--- src/rtl/store_buffer_if.sv ---
// Port bundle for the store buffer: core store/load lookup side plus memory drain side.
// The core/testbench drives through master; the buffer takes slave.
interface store_buffer_if #(
    parameter int DEPTH = 4
);
    localparam int PTR_W = $clog2(DEPTH);

    logic             st_valid;
    logic             st_ready;
    logic [31:0]      st_addr;
    logic [31:0]      st_data;
    logic [2:0]       st_funct3;
    logic             ld_valid;
    logic [31:0]      ld_addr;
    logic [2:0]       ld_funct3;
    logic             ld_hit;
    logic [31:0]      ld_hit_data;
    logic             ld_stall;
    logic             mem_busy;
    logic             mem_write;
    logic [31:0]      mem_addr;
    logic [31:0]      mem_write_data;
    logic [2:0]       mem_funct3;
    logic             empty;
    logic [PTR_W:0]   count;

    modport master (
        output st_valid, st_addr, st_data, st_funct3,
        output ld_valid, ld_addr, ld_funct3, mem_busy,
        input  st_ready, ld_hit, ld_hit_data, ld_stall,
        input  mem_write, mem_addr, mem_write_data, mem_funct3, empty, count
    );

    modport slave (
        input  st_valid, st_addr, st_data, st_funct3,
        input  ld_valid, ld_addr, ld_funct3, mem_busy,
        output st_ready, ld_hit, ld_hit_data, ld_stall,
        output mem_write, mem_addr, mem_write_data, mem_funct3, empty, count
    );
endinterface

--- src/rtl/store_buffer.sv ---
// FIFO store buffer: single-cycle enqueue of SB/SH/SW, one drain per cycle to memory,
// and combinational load lookup that forwards exact matches and stalls on partial overlap.
module store_buffer #(
    parameter int DEPTH = 4
) (
    input  logic          clk,
    input  logic          rst_n,
    store_buffer_if.slave sb
);
    localparam int PTR_W = $clog2(DEPTH);
    typedef logic [PTR_W-1:0] ptr_t;
    typedef logic [PTR_W:0]   cnt_t;
    localparam ptr_t PTR_ONE  = ptr_t'(1'b1);
    localparam cnt_t CNT_ONE  = cnt_t'(1'b1);
    localparam cnt_t CNT_FULL = cnt_t'(DEPTH);

    function automatic logic [3:0] byte_mask(input logic [1:0] a, input logic [1:0] size);
        logic [3:0] m;
        case (size)
            2'b00:   m = 4'b0001 << a;
            2'b01:   m = a[1] ? 4'b1100 : 4'b0011;
            2'b10:   m = 4'b1111;
            default: m = 4'b0000;
        endcase
        return m;
    endfunction

    logic [31:0]      addr_q [DEPTH];
    logic [31:0]      addr_d [DEPTH];
    logic [31:0]      data_q [DEPTH];
    logic [31:0]      data_d [DEPTH];
    logic [2:0]       f3_q   [DEPTH];
    logic [2:0]       f3_d   [DEPTH];
    logic [DEPTH-1:0] valid_q;
    logic [DEPTH-1:0] valid_d;
    ptr_t             head_q;
    ptr_t             head_d;
    ptr_t             tail_q;
    ptr_t             tail_d;
    cnt_t             count_q;
    cnt_t             count_d;

    logic             full_s;
    logic             empty_s;
    logic             st_f3_ok_s;
    logic             push_s;
    logic             drain_s;

    assign full_s     = (count_q == CNT_FULL);
    assign empty_s    = (count_q == cnt_t'(1'b0));
    assign st_f3_ok_s = (sb.st_funct3 == 3'b000) || (sb.st_funct3 == 3'b001) ||
                        (sb.st_funct3 == 3'b010);
    // Invalid-size stores still complete the handshake but never occupy a slot.
    assign push_s     = sb.st_valid && !full_s && st_f3_ok_s;
    assign drain_s    = !empty_s && !sb.mem_busy;

    assign sb.st_ready      = !full_s;
    assign sb.empty         = empty_s;
    assign sb.count         = count_q;
    assign sb.mem_write     = drain_s;
    assign sb.mem_addr      = empty_s ? 32'h0000_0000 : addr_q[head_q];
    assign sb.mem_write_data = empty_s ? 32'h0000_0000 : data_q[head_q];
    assign sb.mem_funct3    = empty_s ? 3'b000 : f3_q[head_q];

    // Next-state for entry storage, pointers and occupancy.
    always_comb begin
        addr_d  = addr_q;
        data_d  = data_q;
        f3_d    = f3_q;
        valid_d = valid_q;
        head_d  = head_q;
        tail_d  = tail_q;
        count_d = count_q;
        if (push_s) begin
            addr_d[tail_q]  = sb.st_addr;
            data_d[tail_q]  = sb.st_data;
            f3_d[tail_q]    = sb.st_funct3;
            valid_d[tail_q] = 1'b1;
            tail_d          = tail_q + PTR_ONE;
        end else begin
            tail_d = tail_q;
        end
        if (drain_s) begin
            valid_d[head_q] = 1'b0;
            head_d          = head_q + PTR_ONE;
        end else begin
            head_d = head_q;
        end
        case ({push_s, drain_s})
            2'b10:   count_d = count_q + CNT_ONE;
            2'b01:   count_d = count_q - CNT_ONE;
            default: count_d = count_q;
        endcase
    end

    // State registers; reset discards every buffered store.
    always_ff @(posedge clk or negedge rst_n) begin
        if (!rst_n) begin
            for (int i = 0; i < DEPTH; i++) begin
                addr_q[i] <= 32'h0000_0000;
                data_q[i] <= 32'h0000_0000;
                f3_q[i]   <= 3'b000;
            end
            valid_q <= '0;
            head_q  <= '0;
            tail_q  <= '0;
            count_q <= '0;
        end else begin
            addr_q  <= addr_d;
            data_q  <= data_d;
            f3_q    <= f3_d;
            valid_q <= valid_d;
            head_q  <= head_d;
            tail_q  <= tail_d;
            count_q <= count_d;
        end
    end

    logic        ld_f3_ok_s;
    logic [3:0]  ld_mask_s;
    logic [3:0]  e_mask_s;
    logic [3:0]  f_mask_s;
    logic [1:0]  f_size_s;
    logic [31:0] f_data_s;
    logic        found_s;
    ptr_t        idx_s;
    logic        hit_s;
    logic [31:0] ext_s;

    assign ld_f3_ok_s = (sb.ld_funct3 == 3'b000) || (sb.ld_funct3 == 3'b001) ||
                        (sb.ld_funct3 == 3'b010) || (sb.ld_funct3 == 3'b100) ||
                        (sb.ld_funct3 == 3'b101);
    assign ld_mask_s  = ld_f3_ok_s ? byte_mask(sb.ld_addr[1:0], sb.ld_funct3[1:0]) : 4'b0000;

    // Walk oldest to youngest so the last overlapping entry seen is the youngest one.
    always_comb begin
        found_s  = 1'b0;
        f_mask_s = 4'b0000;
        f_size_s = 2'b00;
        f_data_s = 32'h0000_0000;
        idx_s    = head_q;
        e_mask_s = 4'b0000;
        for (int i = 0; i < DEPTH; i++) begin
            idx_s    = head_q + ptr_t'(i);
            e_mask_s = byte_mask(addr_q[idx_s][1:0], f3_q[idx_s][1:0]);
            if (valid_q[idx_s] && (addr_q[idx_s][31:2] == sb.ld_addr[31:2]) &&
                ((e_mask_s & ld_mask_s) != 4'b0000)) begin
                found_s  = 1'b1;
                f_mask_s = e_mask_s;
                f_size_s = f3_q[idx_s][1:0];
                f_data_s = data_q[idx_s];
            end else begin
                found_s = found_s;
            end
        end
    end

    assign hit_s = found_s && (f_mask_s == ld_mask_s) && (f_size_s == sb.ld_funct3[1:0]);

    // Sign/zero extension of the forwarded store data.
    always_comb begin
        case (sb.ld_funct3)
            3'b000:  ext_s = {{24{f_data_s[7]}}, f_data_s[7:0]};
            3'b001:  ext_s = {{16{f_data_s[15]}}, f_data_s[15:0]};
            3'b010:  ext_s = f_data_s;
            3'b100:  ext_s = {24'h00_0000, f_data_s[7:0]};
            3'b101:  ext_s = {16'h0000, f_data_s[15:0]};
            default: ext_s = 32'h0000_0000;
        endcase
    end

    assign sb.ld_hit      = sb.ld_valid && hit_s;
    assign sb.ld_stall    = sb.ld_valid && found_s && !hit_s;
    assign sb.ld_hit_data = (sb.ld_valid && hit_s) ? ext_s : 32'h0000_0000;
endmodule
--- src/flat_wrapper.sv ---
// flat-port wrapper written by rule: the top's interface ports become plain ports
module store_buffer_flat 
#(
    parameter int DEPTH = 4
)
  (clk, rst_n, sb_st_valid, sb_st_addr, sb_st_data, sb_st_funct3, sb_ld_valid, sb_ld_addr, sb_ld_funct3, sb_mem_busy, sb_st_ready, sb_ld_hit, sb_ld_hit_data, sb_ld_stall, sb_mem_write, sb_mem_addr, sb_mem_write_data, sb_mem_funct3, sb_empty, sb_count);
  store_buffer_if #(.DEPTH(DEPTH)) sb_i ();
  input  logic clk;
  input  logic rst_n;
  input wire logic [$bits(sb_i.st_valid)-1:0] sb_st_valid;
  input wire logic [$bits(sb_i.st_addr)-1:0] sb_st_addr;
  input wire logic [$bits(sb_i.st_data)-1:0] sb_st_data;
  input wire logic [$bits(sb_i.st_funct3)-1:0] sb_st_funct3;
  input wire logic [$bits(sb_i.ld_valid)-1:0] sb_ld_valid;
  input wire logic [$bits(sb_i.ld_addr)-1:0] sb_ld_addr;
  input wire logic [$bits(sb_i.ld_funct3)-1:0] sb_ld_funct3;
  input wire logic [$bits(sb_i.mem_busy)-1:0] sb_mem_busy;
  output wire logic [$bits(sb_i.st_ready)-1:0] sb_st_ready;
  output wire logic [$bits(sb_i.ld_hit)-1:0] sb_ld_hit;
  output wire logic [$bits(sb_i.ld_hit_data)-1:0] sb_ld_hit_data;
  output wire logic [$bits(sb_i.ld_stall)-1:0] sb_ld_stall;
  output wire logic [$bits(sb_i.mem_write)-1:0] sb_mem_write;
  output wire logic [$bits(sb_i.mem_addr)-1:0] sb_mem_addr;
  output wire logic [$bits(sb_i.mem_write_data)-1:0] sb_mem_write_data;
  output wire logic [$bits(sb_i.mem_funct3)-1:0] sb_mem_funct3;
  output wire logic [$bits(sb_i.empty)-1:0] sb_empty;
  output wire logic [$bits(sb_i.count)-1:0] sb_count;
  assign sb_i.st_valid = sb_st_valid;
  assign sb_i.st_addr = sb_st_addr;
  assign sb_i.st_data = sb_st_data;
  assign sb_i.st_funct3 = sb_st_funct3;
  assign sb_i.ld_valid = sb_ld_valid;
  assign sb_i.ld_addr = sb_ld_addr;
  assign sb_i.ld_funct3 = sb_ld_funct3;
  assign sb_i.mem_busy = sb_mem_busy;
  assign sb_st_ready = sb_i.st_ready;
  assign sb_ld_hit = sb_i.ld_hit;
  assign sb_ld_hit_data = sb_i.ld_hit_data;
  assign sb_ld_stall = sb_i.ld_stall;
  assign sb_mem_write = sb_i.mem_write;
  assign sb_mem_addr = sb_i.mem_addr;
  assign sb_mem_write_data = sb_i.mem_write_data;
  assign sb_mem_funct3 = sb_i.mem_funct3;
  assign sb_empty = sb_i.empty;
  assign sb_count = sb_i.count;
  store_buffer #(.DEPTH(DEPTH)) u_core (.clk(clk), .rst_n(rst_n), .sb(sb_i));
endmodule
--- config.mk ---
export PLATFORM = sky130hd
export DESIGN_NAME = store_buffer_flat
export DESIGN_NICKNAME = d
export VERILOG_FILES = /design/src/rtl/store_buffer_if.sv /design/src/rtl/store_buffer.sv /design/src/flat_wrapper.sv
export SDC_FILE = /design/constraint.sdc
export NUM_CORES = 1
export LEC_CHECK = 0
export CAP_MARGIN = 0
export CELL_PAD_IN_SITES_DETAIL_PLACEMENT = 0
export CELL_PAD_IN_SITES_GLOBAL_PLACEMENT = 1
export CORE_UTILIZATION = 30
export DETAILED_ROUTE_END_ITERATION = 8
export GPL_ROUTABILITY_DRIVEN = 0
export GPL_TIMING_DRIVEN = 1
export PLACE_DENSITY = 0.62
export SLEW_MARGIN = 20
export SYNTH_ARGS = -nofsm -noshare
export SYNTH_HDL_FRONTEND = slang
export SYNTH_SLANG_ARGS = --single-unit
export TNS_END_PERCENT = 30
--- constraint.sdc ---
create_clock -name clk -period 14.5 [get_ports clk]
set_clock_uncertainty 0.05 [all_clocks]
set_input_delay 1.45 -clock clk [delete_from_list [all_inputs] [get_ports clk]]
set_output_delay 1.45 -clock clk [all_outputs]
set_load 0.05 [all_outputs]
==> results of run 1 <==
worst paths after layout:
path | from | end | slack, ps | depth (start not counted)
worst max-delay path | u_core.head_q[1] | sb_ld_hit_data[1] | 4180 | 15
worst min-delay path | u_core.f3_q[5] | u_core.f3_q[5] | 440 | 1
worst max register to register | u_core.head_q[1] | u_core.head_q[1] | 11230 | 5
worst min register to register | u_core.f3_q[5] | u_core.f3_q[5] | 440 | 1
max in group asynchronous | rst_n | u_core.head_q[1] | 12030 | 2
min in group asynchronous | rst_n | u_core.addr_q[58] | 910 | 1
synthesized netlist by cell type (5+ instances only):
cell	n	area share, %
sky130_fd_sc_hd__xnor2_1	93	3.6
sky130_fd_sc_hd__a22oi_1	10	0.34
sky130_fd_sc_hd__a21boi_0	5	0.17
sky130_fd_sc_hd__a21o_1	19	0.64
sky130_fd_sc_hd__o31ai_1	7	0.23
sky130_fd_sc_hd__nand2_1	55	0.92
sky130_fd_sc_hd__and2_1	23	0.64
sky130_fd_sc_hd__o221ai_1	5	0.20
sky130_fd_sc_hd__nor4_1	9	0.25
sky130_fd_sc_hd__o2111ai_1	14	0.55
sky130_fd_sc_hd__a21oi_1	27	0.60
sky130_fd_sc_hd__nor3_1	10	0.22
sky130_fd_sc_hd__a2111oi_0	6	0.23
sky130_fd_sc_hd__buf_6	9	0.45
sky130_fd_sc_hd__o21ai_0	29	0.65
sky130_fd_sc_hd__mux4_2	222	22
sky130_fd_sc_hd__buf_4	22	0.74
sky130_fd_sc_hd__a211o_1	5	0.20
sky130_fd_sc_hd__buf_2	38	0.85
sky130_fd_sc_hd__a22o_1	7	0.27
sky130_fd_sc_hd__nor2_1	50	0.84
sky130_fd_sc_hd__dfrtp_1	279	31
sky130_fd_sc_hd__a2111oi_1	5	0.22
sky130_fd_sc_hd__buf_1	35	0.59
sky130_fd_sc_hd__a221o_1	8	0.36
sky130_fd_sc_hd__a31oi_1	6	0.17
sky130_fd_sc_hd__mux2_2	270	14
sky130_fd_sc_hd__or3_1	10	0.28
sky130_fd_sc_hd__nor2b_1	68	1.9
sky130_fd_sc_hd__xor2_1	20	0.78
sky130_fd_sc_hd__clkbuf_1	65	1.1
sky130_fd_sc_hd__a2111oi_2	27	1.8
sky130_fd_sc_hd__nand4_1	31	0.87
sky130_fd_sc_hd__ha_1	9	0.50
sky130_fd_sc_hd__mux2i_1	110	4.9
sky130_fd_sc_hd__o22ai_1	14	0.39
sky130_fd_sc_hd__a221oi_1	6	0.23
sky130_fd_sc_hd__a211oi_1	20	0.67
sky130_fd_sc_hd__inv_1	30	0.50
sky130_fd_sc_hd__nand2b_1	30	0.84
sky130_fd_sc_hd__o211ai_1	11	0.37
sky130_fd_sc_hd__nand3_1	20	0.45
registers in the layout, indices dropped and copies added (netlist names):
register / cells
u_core.addr_q: 128
u_core.data_q: 128
u_core.f3_q: 12
u_core.head_q: 2
u_core.sb.count: 3
u_core.tail_q: 2
u_core.valid_q: 4
power by group:
group          internal (mW)  total (mW)  leakage [nW]  switching [mW]
clock network          0.594       0.958         0.617           0.364
registers               1.16        1.72          3.40           0.561
logic                   2.41        5.17          5.86            2.76
worst register-to-register path: stages, from the launching register on:
cell and delay (ps):
sky130_fd_sc_hd__dfrtp_4 1030, sky130_fd_sc_hd__inv_1 290, sky130_fd_sc_hd__ha_4 900, sky130_fd_sc_hd__buf_4 690
sky130_fd_sc_hd__nand2_1 100, sky130_fd_sc_hd__o21ai_0 120
final cells by class:
class                      instances  area share [%]
multi-input combinational       1334            54.8
sequential                       279            26.4
timing repair buffer             243            9.08
tap                              959            4.53
clock buffer                      49            3.93
clock inverter                    15           0.845
inverter                          31           0.439
antenna                            3          0.0283
kinds of logic (layout without fill, tap and decap cells):
kind of cell	count (synthesis)	in the layout	share of synthesized area (%)
adders and majority gates	10	10	0.593
AOI/OAI and AO/OA	267	267	9.95
DFF	279	279	31.2
buffers and inverters	201	338	4.31
other	0	3	0
xor gates and xnor gates	113	113	4.42
muxes	606	606	41.1
and+or+nand+nor	338	338	8.45
per-layer routing:
metal | global-route usage (%) | vias up
met2 | 34.3 | 619
li1 | - | 7343
met4 | 5.71 | 8
met1 | 27.4 | 9076
met5 | 0 | -
met3 | 3.60 | 111
metrics by stage:
| step | area (sq um) | hold WS [ps] |
|---|---|---|
| after floorplan | 22400 | 398 |
| after global placement | 25200 | 416 |
| after detailed placement | 25200 | 423 |
| after CTS | 26500 | 438 |
| after global routing | 26500 | 460 |
| final | 26500 | 437 |
==> summary.md, run 1 <==
| Metric | Value |
|---|---|
| Outcome | `complete, but fails checks` |
| Violations in the final reports | `DRC` |
| Area taken by flip-flops and latches | `6990 sq um` |
| WL met1 | `33000 um` |
| Number of buffers inserted by post-CTS setup repair | `0` |
| Commonest cells after routing, fill and taps aside | `sky130_fd_sc_hd__dfrtp_1, sky130_fd_sc_hd__mux2_2, sky130_fd_sc_hd__mux4_2, sky130_fd_sc_hd__clkdlybuf4s50_1, sky130_fd_sc_hd__mux2i_1` |
| Number of DRC violations after detailed-routing iteration 0 | `1574` |
| Number of nets in the final layout | `2042` |
| Total congestion overflow | `0` |
| Kind of start point of the critical path | `flip-flop` |
| DIE AREA | `75700 sq um` |
| Finished Core Util | `36.2%` |
| Number of resized instances in the post-cts repair step | `0` |
| Cell Pwr Density | `296 nW/um^2` |
| H-tree levels | `2` |
| Layout cell share with drive strength beyond 1 | `32.5%` |
| Starting Density | `30.5%` |
| Standard cell with the maximum stage delay on the critical path | `sky130_fd_sc_hd__dfrtp_4` |
| Peak Freq | `96.9 MHz` |
| Post-route setup TNS | `0 ps` |
| Element type at the critical path end | `primary output` |
| Slew HR | `28.4%` |
| Pin count of the biggest net entering global routing | `164` |
| Synthesized netlist net count | `1931` |
| Routed vias | `17.2k` |
| Cell area after synthesis | `22400 sq um` |
| Worst-case setup margin in the final layout | `4180 ps` |
| CTS Buf Count | `36` |
| RSZ-0062 raised after global routing | `no` |
| Uppermost layer routed | `met5` |
| Number of synthesized register bits | `279` |
| Area added between synthesis and finish | `18.5%` |
| Data arrival time of the critical path | `8820 ps` |
| Router iterations before antenna repair | `8` |
| Count of distinct cell types in the synthesized netlist | `86` |
| Most numerous cell on the critical path | `sky130_fd_sc_hd__buf_4` |
| CTS root buf | `sky130_fd_sc_hd__clkbuf_16` |
| Number of synthesized flops with an enable pin | `0` |
| Final critical delay including setup and external delays | `10320 ps` |
| Wire length on met3 | `4660 um` |
| Cell breakdown of the critical path | `inv_1 > ha_4 > buf_4 > mux4_2 > a22o_1 > a311oi_2 > o2bb2ai_1 > a2111oi_4 > and2_1 > buf_4 > a211oi_1 > mux2_1 > or3_2 > a2111oi_1 > clkdlybuf4s50_1` |
| Final Routed Wirelength | `78500 um` |
| Average cell area after synthesis | `12.3 sq um` |
| Number of max-cap violations | `0` |
| Core region area | `73300 sq um` |
| Number of hold buffers added after CTS | `0` |
| Mapped Cells | `1814` |
| Average vias per placed instance | `5.89` |
| Post-place setup slack | `4630 ps` |
| Post-placement cell count | `2845` |
| Number of pins exceeding their max-slew limit in the final report | `0` |
| Fin crit share | `71.2%` |
| Buffers & Inverters on Critical Path | `4` |
| Number of cells in the finished layout apart from fillers | `2913` |
| Post-synth ARST share | `100%` |
| Initial antenna violation count | `7` |
| Remaining design rule violation count | `12` |
| Horizontal die dimension | `275 um` |
| Vias in the first global route | `17.2k` |
| Io pins | `214` |
| Category of cells accounting for the largest share of critical-path delay | `buffers and inverters` |
| Register area share after synthesis | `31.2%` |
| Commonest non-fill, non-tap cell in the layout | `sky130_fd_sc_hd__dfrtp_1` |
| Critical Setup Path Class | `flip-flop to primary output` |
| Highest fanout seen on the critical path | `67` |
| Tot GR Track Use | `20.6%` |
| Clock tree buffer depth | `3` |
| Worst-Margin Slew | `1070 ps` |
| Overall Power | `7.85 mW` |
| Number of cell rows | `99` |
| Vert. Die Dim | `275 um` |
| Stage delay of the slowest cell on the critical path | `1030 ps` |
| Final Hold Fails | `0` |
| Clock transition time at the flip-flop clock pins of the worst setup and hold paths | `60 ps` |
| Count of buffers from port buffering | `213` |
| Final setup fails | `0` |
| Class of the most critical hold timing path | `flip-flop to flip-flop` |
| Count of fill cells added during filler insertion | `7185` |
| Later-pin clock latency in the skew report | `550 ps` |
| Post-DP HPWL | `55000 um` |
| TritonCTS clock tree | `yes` |
| Peak supply drop | `206 uV` |
| Area of the multi-input gates | `14500 sq um` |
| Predominant post-synthesis flop cell | `sky130_fd_sc_hd__dfrtp_1` |
| Yosys warning count | `0` |
| Required time of the critical path | `13000 ps` |
| Number of routed nets with antenna violations | `0` |
| Routed met2 length | `38800 um` |
| First-pass GRT wire length | `117000 um` |
| Average detailed-routed wire length per instance | `27.0 um` |
| Number of sinks driven by the clock tree | `279` |
| Static power due to leakage | `9.88 nW` |
(Power assumes the default switching activity.)
==> run 2: changes to the inputs <==
==> constraint.sdc (replaced) <==
create_clock -name clk -period 10.2 [get_ports clk]
set_clock_uncertainty 0.05 [all_clocks]
set_input_delay 1.02 -clock clk [delete_from_list [all_inputs] [get_ports clk]]
set_output_delay 1.02 -clock clk [all_outputs]
set_load 0.05 [all_outputs]
==> run 2 against run 1 <==
- the flow still finishes with violations (DRC)
- clock-buffer cell count decreased by 4
- register-to-register slack got worse by 4100 ps
- sequential power increased by 42%
- combinational power increased by 41%
- die area unchanged
- setup slack got worse by 3100 ps
- first-iteration DRC count decreased by 7.8%
- critical path depth decreased by 2
- non-clock buffer count increased by 4
- critical endpoint is now sb_ld_hit_data[2]
- largest cell class unchanged
- highest routed layer unchanged
==> summary.md, run 2 (same netlist as run 1, synthesis figures left out) <==
| Metric | Value |
|---|---|
| Io pins | `214 (unchanged)` |
| Routed vias | `17.1k (-0.36%)` |
| Number of nets in the final layout | `2046 (+0.20%)` |
| Pin count of the biggest net entering global routing | `112 (-32%)` |
| Worst hold slack across all endpoints | `357 ps (-79.9 ps)` |
| Standard cell with the maximum stage delay on the critical path | `sky130_fd_sc_hd__nor4_4` |
| Clock transition time at the flip-flop clock pins of the worst setup and hold paths | `60 ps (about the same)` |
| Tot GR Track Use | `20.5% (-0.067 points)` |
| Final Hold Fails | `0 (unchanged)` |
| Cell breakdown of the critical path | `inv_1 > ha_4 > buf_4 > mux4_2 > xor2_1 > a2111oi_0 > nand4b_1 > nor4_4 > a211oi_1 > mux2_1 > or3_2 > a2111oi_1 > clkdlybuf4s50_1` |
| Clock tree buffer depth | `3 (unchanged)` |
| Post-DP HPWL | `55700 um (+1.4%)` |
| Peak supply drop | `266 uV (+29%)` |
| Highest fanout seen on the critical path | `43 (-36%)` |
| CTS root buf | `sky130_fd_sc_hd__clkbuf_16` |
| Horizontal die dimension | `275 um (unchanged)` |
| Data arrival time of the critical path | `8090 ps (-730 ps)` |
| Outcome | `complete, but fails checks` |
| Cell Pwr Density | `420 nW/um^2 (+42%)` |
| Number of buffers inserted by post-CTS setup repair | `0 (unchanged)` |
| Final critical delay including setup and external delays | `9160 ps` |
| First-pass GRT wire length | `116000 um (-0.17%)` |
| Top flop regs | `u_core.addr_q x128, u_core.data_q x128, u_core.f3_q x12` |
| Required time of the critical path | `9130 ps (-3870 ps)` |
| Area added between synthesis and finish | `18.5% (about the same)` |
| Remaining design rule violation count | `12 (unchanged)` |
| Number of max-cap violations | `0 (unchanged)` |
| Core region area | `73300 sq um (unchanged)` |
| RSZ-0062 raised after global routing | `no` |
| Static power due to leakage | `9.88 nW (about the same)` |
| Commonest non-fill, non-tap cell in the layout | `sky130_fd_sc_hd__dfrtp_1` |
| Starting Density | `30.5% (unchanged)` |
| Post-route setup TNS | `0 ps (unchanged)` |
| Number of pins exceeding their max-slew limit in the final report | `0 (unchanged)` |
| Initial antenna violation count | `6 (-1)` |
| Critical Setup Path Class | `flip-flop to primary output` |
| Total congestion overflow | `0 (unchanged)` |
| Later-pin clock latency in the skew report | `570 ps (+20 ps)` |
| Violations in the final reports | `DRC` |
| Stage delay of the slowest cell on the critical path | `930 ps (-100 ps)` |
| Element type at the critical path end | `primary output` |
| Layout cell share with drive strength beyond 1 | `32.6% (+0.086 points)` |
| Class of the most critical hold timing path | `input pin to async pin` |
| Number of DRC violations after detailed-routing iteration 0 | `1451 (-7.8%)` |
| Commonest cells after routing, fill and taps aside | `sky130_fd_sc_hd__dfrtp_1, sky130_fd_sc_hd__mux2_2, sky130_fd_sc_hd__mux4_2, sky130_fd_sc_hd__clkdlybuf4s50_1, sky130_fd_sc_hd__mux2i_1` |
| H-tree levels | `2 (unchanged)` |
| TritonCTS clock tree | `yes` |
| Fin crit share | `89.8%` |
| Final setup fails | `0 (unchanged)` |
| Number of resized instances in the post-cts repair step | `0 (unchanged)` |
| Number of hold buffers added after CTS | `0 (unchanged)` |
| Cell depth of the worst flop-to-flop path | `5 (unchanged)` |
| Kind of start point of the critical path | `flip-flop` |
| Number of cell rows | `99 (unchanged)` |
| DIE AREA | `75700 sq um (unchanged)` |
| Count of buffers from port buffering | `213 (unchanged)` |
| Peak Freq | `109 MHz` |
| CTS Buf Count | `36 (unchanged)` |
| Worst-Margin Slew | `1170 ps (+99.5 ps)` |
| Average vias per placed instance | `5.87 (-0.36%)` |
| Minimum setup slack among reg-to-reg paths | `7140 ps (-4090 ps)` |
| Number of sinks driven by the clock tree | `279 (unchanged)` |
| Final Routed Wirelength | `78200 um (-0.36%)` |
| Vert. Die Dim | `275 um (unchanged)` |
| Slew HR | `21.5% (-6.9 points)` |
| Number of routed nets with antenna violations | `0 (unchanged)` |
| Vias in the first global route | `17.2k (+0.081%)` |
| Finished Core Util | `36.1% (about the same)` |
| Router iterations before antenna repair | `7 (-1)` |
| Average detailed-routed wire length per instance | `26.9 um (-0.36%)` |
[run 2: critical path: cells and delay by family, from the launching register on]
| family | cells | cell delay [ps] |
|---|---|---|
| XOR/XNOR | 1 | 200 |
| multiplexers | 2 | 670 |
| adder cells (fa/ha/maj) | 1 | 860 |
| flip-flops | 1 | 850 |
| AND/OR/NAND/NOR | 3 | 2240 |
| AO/OA/AOI/OAI | 3 | 1030 |
| buffers and inverters | 3 | 1580 |
[run 2: layout make-up]
| cell class | count | area, sq um |
|---|---|---|
| inverter | 31 | 116 |
| multi-input combinational | 1334 | 14500 |
| fill | 7145 | 46800 |
| sequential | 279 | 6990 |
| clock inverter | 16 | 269 |
| clock buffer | 45 | 975 |
| timing repair buffer | 247 | 2420 |
| tap | 959 | 1200 |
| antenna | 2 | 5.00 |
[run 2: worst paths after layout]
kind	endpoint	startpoint
worst max-delay path	sb_ld_hit_data[2]	u_core.head_q[1]
worst min-delay path	u_core.addr_q[58]	rst_n
worst max register to register	u_core.head_q[1]	u_core.head_q[1]
worst min register to register	u_core.f3_q[8]	u_core.f3_q[8]
max in group asynchronous	u_core.head_q[0]	rst_n
min in group clk	u_core.f3_q[8]	u_core.f3_q[8]
[run 2: report_power, final]
| part | leakage [nW] | internal (mW) | switching, mW |
|---|---|---|---|
| clock | 0.605 | 0.834 | 0.534 |
| sequential | 3.40 | 1.65 | 0.796 |
| combinational | 5.88 | 3.43 | 3.88 |
[run 2: routing by layer]
layer | part of all wire, % | wire [um] | global-route usage [%]
met1 | 44 | 34000 | 27.5
met2 | 49 | 38400 | 34.4
met3 | 4.8 | 3720 | 3.13
met4 | 2.6 | 2010 | 5.44
met5 | 0.064 | 50 | 0
[run 2: per-stage QoR]
step / setup slack (ps) / std cells / cell area (sq um) / power (mW)
final: 1040 / 2913 / 26500 / 11.1
after CTS: 993 / 2911 / 26500 / 11.2
after floorplan: 2410 / 1814 / 22400 / 7.67
after detailed placement: 1620 / 2850 / 25200 / 9.72
after global placement: 1740 / 2850 / 25200 / 9.63
after global routing: 598 / 2912 / 26500 / 11.7
